--- src/rtl/mant_mul_seq.sv ---
// Iterative radix-2 shift-and-add multiplier for 24-bit mantissas (48-bit raw product).
// One multiplier bit is retired per clock through a single 48-bit adder; latency is fixed at 24 cycles.

module add_48bits (
    input  logic [47:0] i_a,
    input  logic [47:0] i_b,
    input  logic        i_carry,
    output logic [47:0] o_sum,
    output logic        o_carry
);

    assign {o_carry, o_sum} = {1'b0, i_a} + {1'b0, i_b} + {48'b0, i_carry};

endmodule

module mant_mul_seq (
    input  logic        i_clk,
    input  logic        i_rst,
    input  logic        i_valid,
    output logic        o_ready,
    input  logic [23:0] i_mcand,
    input  logic [23:0] i_mplier,
    output logic        o_valid,
    input  logic        i_ready,
    output logic [47:0] o_product,
    output logic        o_busy
);

    typedef enum logic [1:0] {
        IDLE = 2'd0,
        BUSY = 2'd1,
        DONE = 2'd2
    } state_t;

    state_t      state;
    state_t      state_next;
    logic [47:0] acc;
    logic [47:0] mcand_sh;
    logic [23:0] mplier_sh;
    logic [4:0]  cnt;
    logic [47:0] addend;
    logic [47:0] sum;
    logic        add_carry_unused;
    logic        last_bit;

    // The product always fits in 48 bits, so the adder carry-out is never consumed.
    assign addend   = mplier_sh[0] ? mcand_sh : 48'b0;
    assign last_bit = (cnt == 5'd23);

    add_48bits u_add (
        .i_a     (acc),
        .i_b     (addend),
        .i_carry (1'b0),
        .o_sum   (sum),
        .o_carry (add_carry_unused)
    );

    always_ff @(posedge i_clk) begin
        if (i_rst) begin
            state <= IDLE;
        end else begin
            state <= state_next;
        end
    end

    always_comb begin
        state_next = state;
        case (state)
            IDLE:    if (i_valid)  state_next = BUSY;
            BUSY:    if (last_bit) state_next = DONE;
            DONE:    if (i_ready)  state_next = IDLE;
            default:               state_next = IDLE;
        endcase
    end

    always_comb begin
        o_ready = (state == IDLE);
        o_busy  = (state == BUSY);
        o_valid = (state == DONE);
    end

    // Operands are captured only at the accept edge, so later input changes cannot disturb the result.
    always_ff @(posedge i_clk) begin
        if (i_rst) begin
            acc       <= 48'b0;
            mcand_sh  <= 48'b0;
            mplier_sh <= 24'b0;
            cnt       <= 5'd0;
            o_product <= 48'b0;
        end else begin
            case (state)
                IDLE: begin
                    if (i_valid) begin
                        mcand_sh  <= {24'b0, i_mcand};
                        mplier_sh <= i_mplier;
                        acc       <= 48'b0;
                        cnt       <= 5'd0;
                    end
                end
                BUSY: begin
                    acc       <= sum;
                    mcand_sh  <= {mcand_sh[46:0], 1'b0};
                    mplier_sh <= {1'b0, mplier_sh[23:1]};
                    cnt       <= cnt + 5'd1;
                    if (last_bit) begin
                        o_product <= sum;
                    end
                end
                default: begin
                end
            endcase
        end
    end

endmodule

--- config.mk ---
export PLATFORM = sky130hd
export DESIGN_NAME = mant_mul_seq
export DESIGN_NICKNAME = d
export VERILOG_FILES = /design/src/rtl/mant_mul_seq.sv
export SDC_FILE = /design/constraint.sdc
export NUM_CORES = 1
export LEC_CHECK = 0
export BUFFER_PORTS_ARGS = -buffer_cell sky130_fd_sc_hd__buf_2
export CAP_MARGIN = 25
export CORE_MARGIN = 5
export CORE_UTILIZATION = 52
export CTS_BUF_LIST = sky130_fd_sc_hd__clkbuf_8
export DETAILED_ROUTE_END_ITERATION = 10
export PLACE_DENSITY = 0.81
export SYNTH_ARGS = -nofsm -noshare
export SYNTH_HDL_FRONTEND = slang
export SYNTH_SLANG_ARGS = --single-unit
--- constraint.sdc ---
create_clock -name i_clk -period 7.5 [get_ports i_clk]
set_clock_uncertainty 0.05 [all_clocks]
set_input_delay 1.5 -clock i_clk [delete_from_list [all_inputs] [get_ports i_clk]]
set_output_delay 1.5 -clock i_clk [all_outputs]
set_load 0.05 [all_outputs]
==> key figures, run 1 <==
Timing
  • Fin. Hold Viols: 0
  • Slew @ Worst Pin: 1050 ps
  • Fin Setup TNS: 0 ps
  • Final period demand of the worst path: between 3000 and 4000 ps
  • Final Slew Violations: 0
  • Setup violators final: 0
  • Final period util: 0.510
  • Fmax: 0.262 GHz
  • Slew HR: 0.302
  • RSZ-0062 raised after global routing: false

Power and ir drop
  • Max IR drop VDD: 0.115 mV
  • PD cells: 164 nW/um^2
  • Leak Pwr: 4.74 nW
  • Combinational power share: 0.109
  • NetSw: 0.501 mW
  • Clk pwr share: 0.337
  • Seq pwr share: 0.554
  • Switching part of the total: 0.285
  • Overall Power: 1.76 mW
  • Internal power: 1.26 mW

Die
  • Starting Density: 0.527
  • # IOs: 103
  • Row cnt: 50
  • Die width: 148 um
  • DIE HEIGHT: 148 um
  • Die area: 21800 um^2
  • Core area: 18700 um^2

Clock network
  • CTS tree: yes
  • Clock Sink Count: 175
  • H-tree depth: 4
  • Num CTS Buffers: 17
  • Clock latency on the worst-skew pair: around 470 ps
  • Clock-pin slew on the worst setup and hold paths: about 100 ps
  • Post-CTS Resized: 0
  • Post-CTS Setup Inserts: 0
  • Clk buf depth: 2
  • Cts-stage hold buffer count: 0
  • Clk root buf: clkbuf_8

Worst setup path
  • Worst r2r src: mplier_sh[0]
  • CP Capture Type: primary output
  • Setup crit start: state[0]
  • Critical Path AT: approximately 2300 ps
  • Maximum fanout along the worst path: 99
  • Worst EP required: 5950 ps
  • Worst Setup Path Type: register to primary output
  • Nature of the critical path startpoint: register

Yosys
  • Leading area contributor after synthesis: dfxtp_1
  • Synth top area cells: dfxtp_1, nor2_1, a21oi_1
  • Synth cell types: 72
  • YS warnings: 0
  • Synth Instances: between 1000 and 1500
  • Post-synth EDFFs: 0
  • Commonest register cell after synthesis: dfxtp_1
  • Synth Area per Inst: 7.63 um^2
  • Async SR Flop Fraction: 0
  • Synthesized cell area: 9850 um^2
  • Post-synth net total: 1392
  • #FFs+latches synth: 175
  • Sequential element share of the synthesized area: 0.356
  • Top-area cell type share of the netlist area: 0.356

Global routing
  • Vias in the first global route: 8248
  • GRT overflow: 0
  • Largest net degree at the start of global routing: 100
  • Antenna violations before repair: 0
  • GRT Total Usage: 0.216
  • First-pass GRT wire length: between 30000 and 40000 um

Route
  • Final wirelength: 24100 um
  • Initial drt markers: 655
  • DR vias: 8900
  • DR WL/cell: ~15 um
  • Drc violations: 0
  • Final ANT Viol Nets: 0
  • 1st-pass router iterations: 5
  • Vias/cell: 5.66

Finish
  • Multi-input gate area: a little under 6000 um^2
  • Fillers: 1727
  • Most common cell after layout, fill and taps aside: nor2_1
  • FF+latch area: 3510 um^2
  • Layout net count: 1427
  • Synth-to-Final Area Change: 9.21%
  • Highest-count cells in the layout ignoring fill and taps: nor2_1, dfxtp_1, a21oi_1, nand2_1, buf_2
  • Layout cells sized above 1: 0.131
  • Finished Cell Area: between 10000 and 15000 um^2
  • Final core utilization: 0.575
  • Ant. Diodes: 0

Placed design
  • RD Place Congestion: around 0.96
  • Post-Place Cell Area: 10400 um^2
  • Final HPWL DP: between 15000 and 20000 um
  • Port-buffer cells: 102

Status
  • Status: finished, final reports clean

Worst hold path
  • Hold WC Path Type: register to register
  • Min-delay src: o_product[24]

Flow run
  • Max-Cap Viols: 0
Yosys cell counts (4+ instances only):
library cell  number
xnor2_1           29
nor2b_1           54
a21oi_2            7
o211ai_1           4
nand2_1          121
buf_1             13
nand3_1           11
a21o_1            23
a31oi_1            8
a22o_1            22
a21oi_1          140
xor2_1            15
o21ai_0           38
a211o_1            4
nor3_1            54
o21ai_1            4
nand3b_1           5
nand2b_1           5
nor2_1           230
a211oi_1           8
inv_1             14
a22oi_1           45
dfxtp_1          175
nand4b_1           4
nand4_1           17
and3_1             6
ha_1              48
o21bai_1           7
clkbuf_1          75
and2_1            50
buf_2              6
flip-flops by register name (all words and copies together) (netlist names):
register,cells
mcand_sh,48
state,2
o_product,48
acc,48
cnt,5
mplier_sh,24
worst max-delay path, cell delays in order, from the launching register on:
cell and delay [ps]:
dfxtp_2 320, buf_4 620, nand2b_1 350, inv_1 220
buf_2 290
metal layers:
metal	GRT usage	vias up	wire length, um
met5	0	-	0
met1	0.294	4100	11200
met2	0.354	238	11300
li1	-	4529	-
met4	0.0638	0	425
met3	0.0337	33	1180
final cells by class:
| type | instances | share of cell area |
|---|---|---|
| multi-input cells | 1006 | 0.552 |
| clock inverters | 15 | 0.0106 |
| inverters | 14 | 0.00488 |
| flip-flops and latches | 175 | 0.326 |
| clock buffers | 17 | 0.0217 |
| repair buffers | 112 | 0.0581 |
| well taps | 234 | 0.0272 |
final timing paths:
kind                                      end  slack (ps)  cells past startpoint
worst max-delay path                   o_busy        3680                      4
worst min-delay path            o_product[24]         400                      2
worst max register to register  o_product[32]        3730                     14
worst min register to register  o_product[24]         400                      2
metrics by stage:
| step | setup slack [ps] | instances | hold WS, ps |
|---|---|---|---|
| floorplan | 4230 | 1291 | 382 |
| global placement | 3470 | 1538 | 385 |
| detailed placement | 3430 | 1538 | 393 |
| CTS | 3630 | 1570 | 407 |
| global route | 3380 | 1573 | 420 |
| finish | 3680 | 1573 | 403 |
power groups by stage:
| stage | Combinational [mW] | Clock (mW) | Sequential (mW) |
|---|---|---|---|
| 2_1_floorplan | 0.143 | 0 | 0.989 |
| 3_3_place_gp | 0.183 | 0 | 0.995 |
| 3_5_place_dp | 0.187 | 0 | 0.996 |
| 4_1_cts | 0.188 | 0.608 | 0.975 |
| 5_1_grt | 0.216 | 0.643 | 0.980 |
| 6_report | 0.192 | 0.593 | 0.975 |
cells by family (layout without fill, tap and decap cells):
logic type / after synthesis / count (layout) / share of synthesized area
compound gates: 339 / 339 / 0.227
xor+xnor: 44 / 44 / 0.0391
fa+ha+maj: 49 / 49 / 0.0630
buf+inv: 110 / 158 / 0.0432
flops: 175 / 175 / 0.356
mux: 1 / 1 / 0.00102
simple gates: 573 / 573 / 0.272
(Power assumes the default switching activity.)
==> run 2: changes to the inputs <==
==> constraint.sdc (replaced) <==
create_clock -name i_clk -period 3.8 [get_ports i_clk]
set_clock_uncertainty 0.05 [all_clocks]
set_input_delay 0.76 -clock i_clk [delete_from_list [all_inputs] [get_ports i_clk]]
set_output_delay 0.76 -clock i_clk [all_outputs]
set_load 0.05 [all_outputs]
==> run 2 against run 1 <==
Clock power grew 140%. Wire length grew 1.6%. Design area rose by 0.76%. Critical path type is now register to register. Critical endpoint is now o_product[45]. Highest routed layer unchanged.
==> key figures, run 2 (synthesized netlist as in run 1, its figures left out) <==
Timing
  • Final period demand of the worst path: 3330 ps
  • Fin Setup TNS: 0 ps
  • Post-route setup slack: 474 ps
  • Fin. Hold Viols: 0
  • RSZ-0062 raised after global routing: false
  • Slew @ Worst Pin: 1020 ps
  • Final Slew Violations: 0
  • Fmax: ~0.30 GHz
  • Final period util: 0.875
  • WHS: roughly 400 ps
  • Slew HR: 0.321
  • Setup violators final: 0

Global routing
  • First-pass GRT wire length: 40900 um
  • Antenna violations before repair: 0
  • GRT Total Usage: 0.224
  • GRT overflow: 0
  • Vias in the first global route: roughly 8500
  • Largest net degree at the start of global routing: 98

Worst setup path
  • Worst Setup Path Type: register to register
  • R2R Setup Slk: 470 ps
  • Maximum fanout along the worst path: 23
  • Buf+Inv Stages, Crit Path: 1
  • Family with the most delay on the worst path: compound AO/OA/AOI/OAI gates
  • Worst EP required: 4120 ps
  • Critical Path AT: 3650 ps
  • Cell with the biggest individual delay on the critical path: o21ai_0
  • CP most frequent cell: o21ai_0
  • CP Capture Type: register
  • Cell chain of the critical path: buf_4 > and2_1 > ha_1 > nand4_1 > nor3_4 > o21ai_0 > nand3_1 > a41oi_4 > o21ai_0 > nand2_1 > o21ai_0 > nor2_1 > a211o_1
  • Nature of the critical path startpoint: register
  • Worst path max stage delay: 510 ps

Route
  • Final ANT Viol Nets: 0
  • Initial drt markers: 725
  • DR vias: 9048
  • Drc violations: 0
  • 1st-pass router iterations: 5
  • Final wirelength: 24500 um
  • DR WL/cell: around 16 um
  • Vias/cell: 5.74

Placed design
  • Setup WS pre-CTS: 495 ps
  • DP Cell Count: 1544
  • RD Place Congestion: 0.935
  • Post-Place Cell Area: approximately 10000 um^2
  • Port-buffer cells: about 100
  • Final HPWL DP: 17100 um

Finish
  • Top Registers: acc: 48 flops, mcand_sh: 48 flops, o_product: 48 flops
  • Most common cell after layout, fill and taps aside: nor2_1
  • Layout cells sized above 1: 0.133
  • Synth-to-Final Area Change: 10.0%
  • Finished Layout Cells: 1576
  • Ant. Diodes: 0
  • Finished Cell Area: 10800 um^2
  • Layout net count: 1430
  • Highest-count cells in the layout ignoring fill and taps: nor2_1, dfxtp_1, a21oi_1, nand2_1, buf_2

Die
  • Die width: 148 um
  • # IOs: 103
  • Core area: about 19000 um^2
  • Die area: 21800 um^2
  • DIE HEIGHT: 148 um
  • Starting Density: 0.527
  • Row cnt: 50

Clock network
  • Clock-pin slew on the worst setup and hold paths: around 100 ps
  • Post-CTS Setup Inserts: 0
  • Clock Sink Count: 175
  • Clk root buf: clkbuf_8
  • Cts-stage hold buffer count: 0
  • CTS tree: yes
  • Num CTS Buffers: 17
  • Post-CTS Resized: 0
  • Clock latency on the worst-skew pair: 490 ps
  • H-tree depth: 4
  • Clk buf depth: 2

Status
  • Status: finished, final reports clean

Power and ir drop
  • PD cells: between 300 and 400 nW/um^2
  • Max IR drop VDD: 0.236 mV
  • Leak Pwr: 4.79 nW

Worst hold path
  • Hold WC Path Type: register to register

Flow run
  • Max-Cap Viols: 0
-- run 2: where the power goes --
part	switching, mW	leakage [nW]	internal (mW)
logic	0.239	3.15	0.138
registers	0.0398	1.42	1.89
clock network	0.764	0.214	0.675
total	1.04	4.79	2.70
-- run 2: worst paths after layout --
kind                   end  cells past startpoint           from
min          o_product[24]                      2  o_product[24]
max          o_product[45]                     13   mplier_sh[0]
min reg2reg  o_product[24]                      2  o_product[24]
max reg2reg  o_product[45]                     13   mplier_sh[0]
-- run 2: layout make-up --
cell class / instances / area [um^2]
Clock buffer: 17 / 234
Clock inverter: 15 / 200
Fill cell: 1689 / 7860
Inverter: 14 / 52.6
Multi-Input combinational cell: 1006 / 5930
Sequential cell: 175 / 3510
Tap cell: 234 / 293
Timing Repair Buffer: 115 / 623
-- run 2: per-stage QoR --
stage                      util  total power [mW]
after global placement    0.556              2.33
after detailed placement  0.556              2.34
final                     0.580              3.74
after CTS                 0.580              3.76
after floorplan               -              2.24
after global routing      0.580              3.91
-- run 2: routing by layer --
| metal | vias up | wire (um) | GRT usage |
|---|---|---|---|
| met5 | - | 0 | 0 |
| met4 | 0 | 545 | 0.0750 |
| met3 | 41 | 1360 | 0.0448 |
| met2 | 292 | 11400 | 0.365 |
| met1 | 4169 | 11200 | 0.300 |
| li1 | 4546 | - | - |
-- run 2: tightest hold or removal path, stage by stage, from the launching register on --
cell	delay (ps)
dfxtp_1	320
nand2_1	50
a21oi_1	50
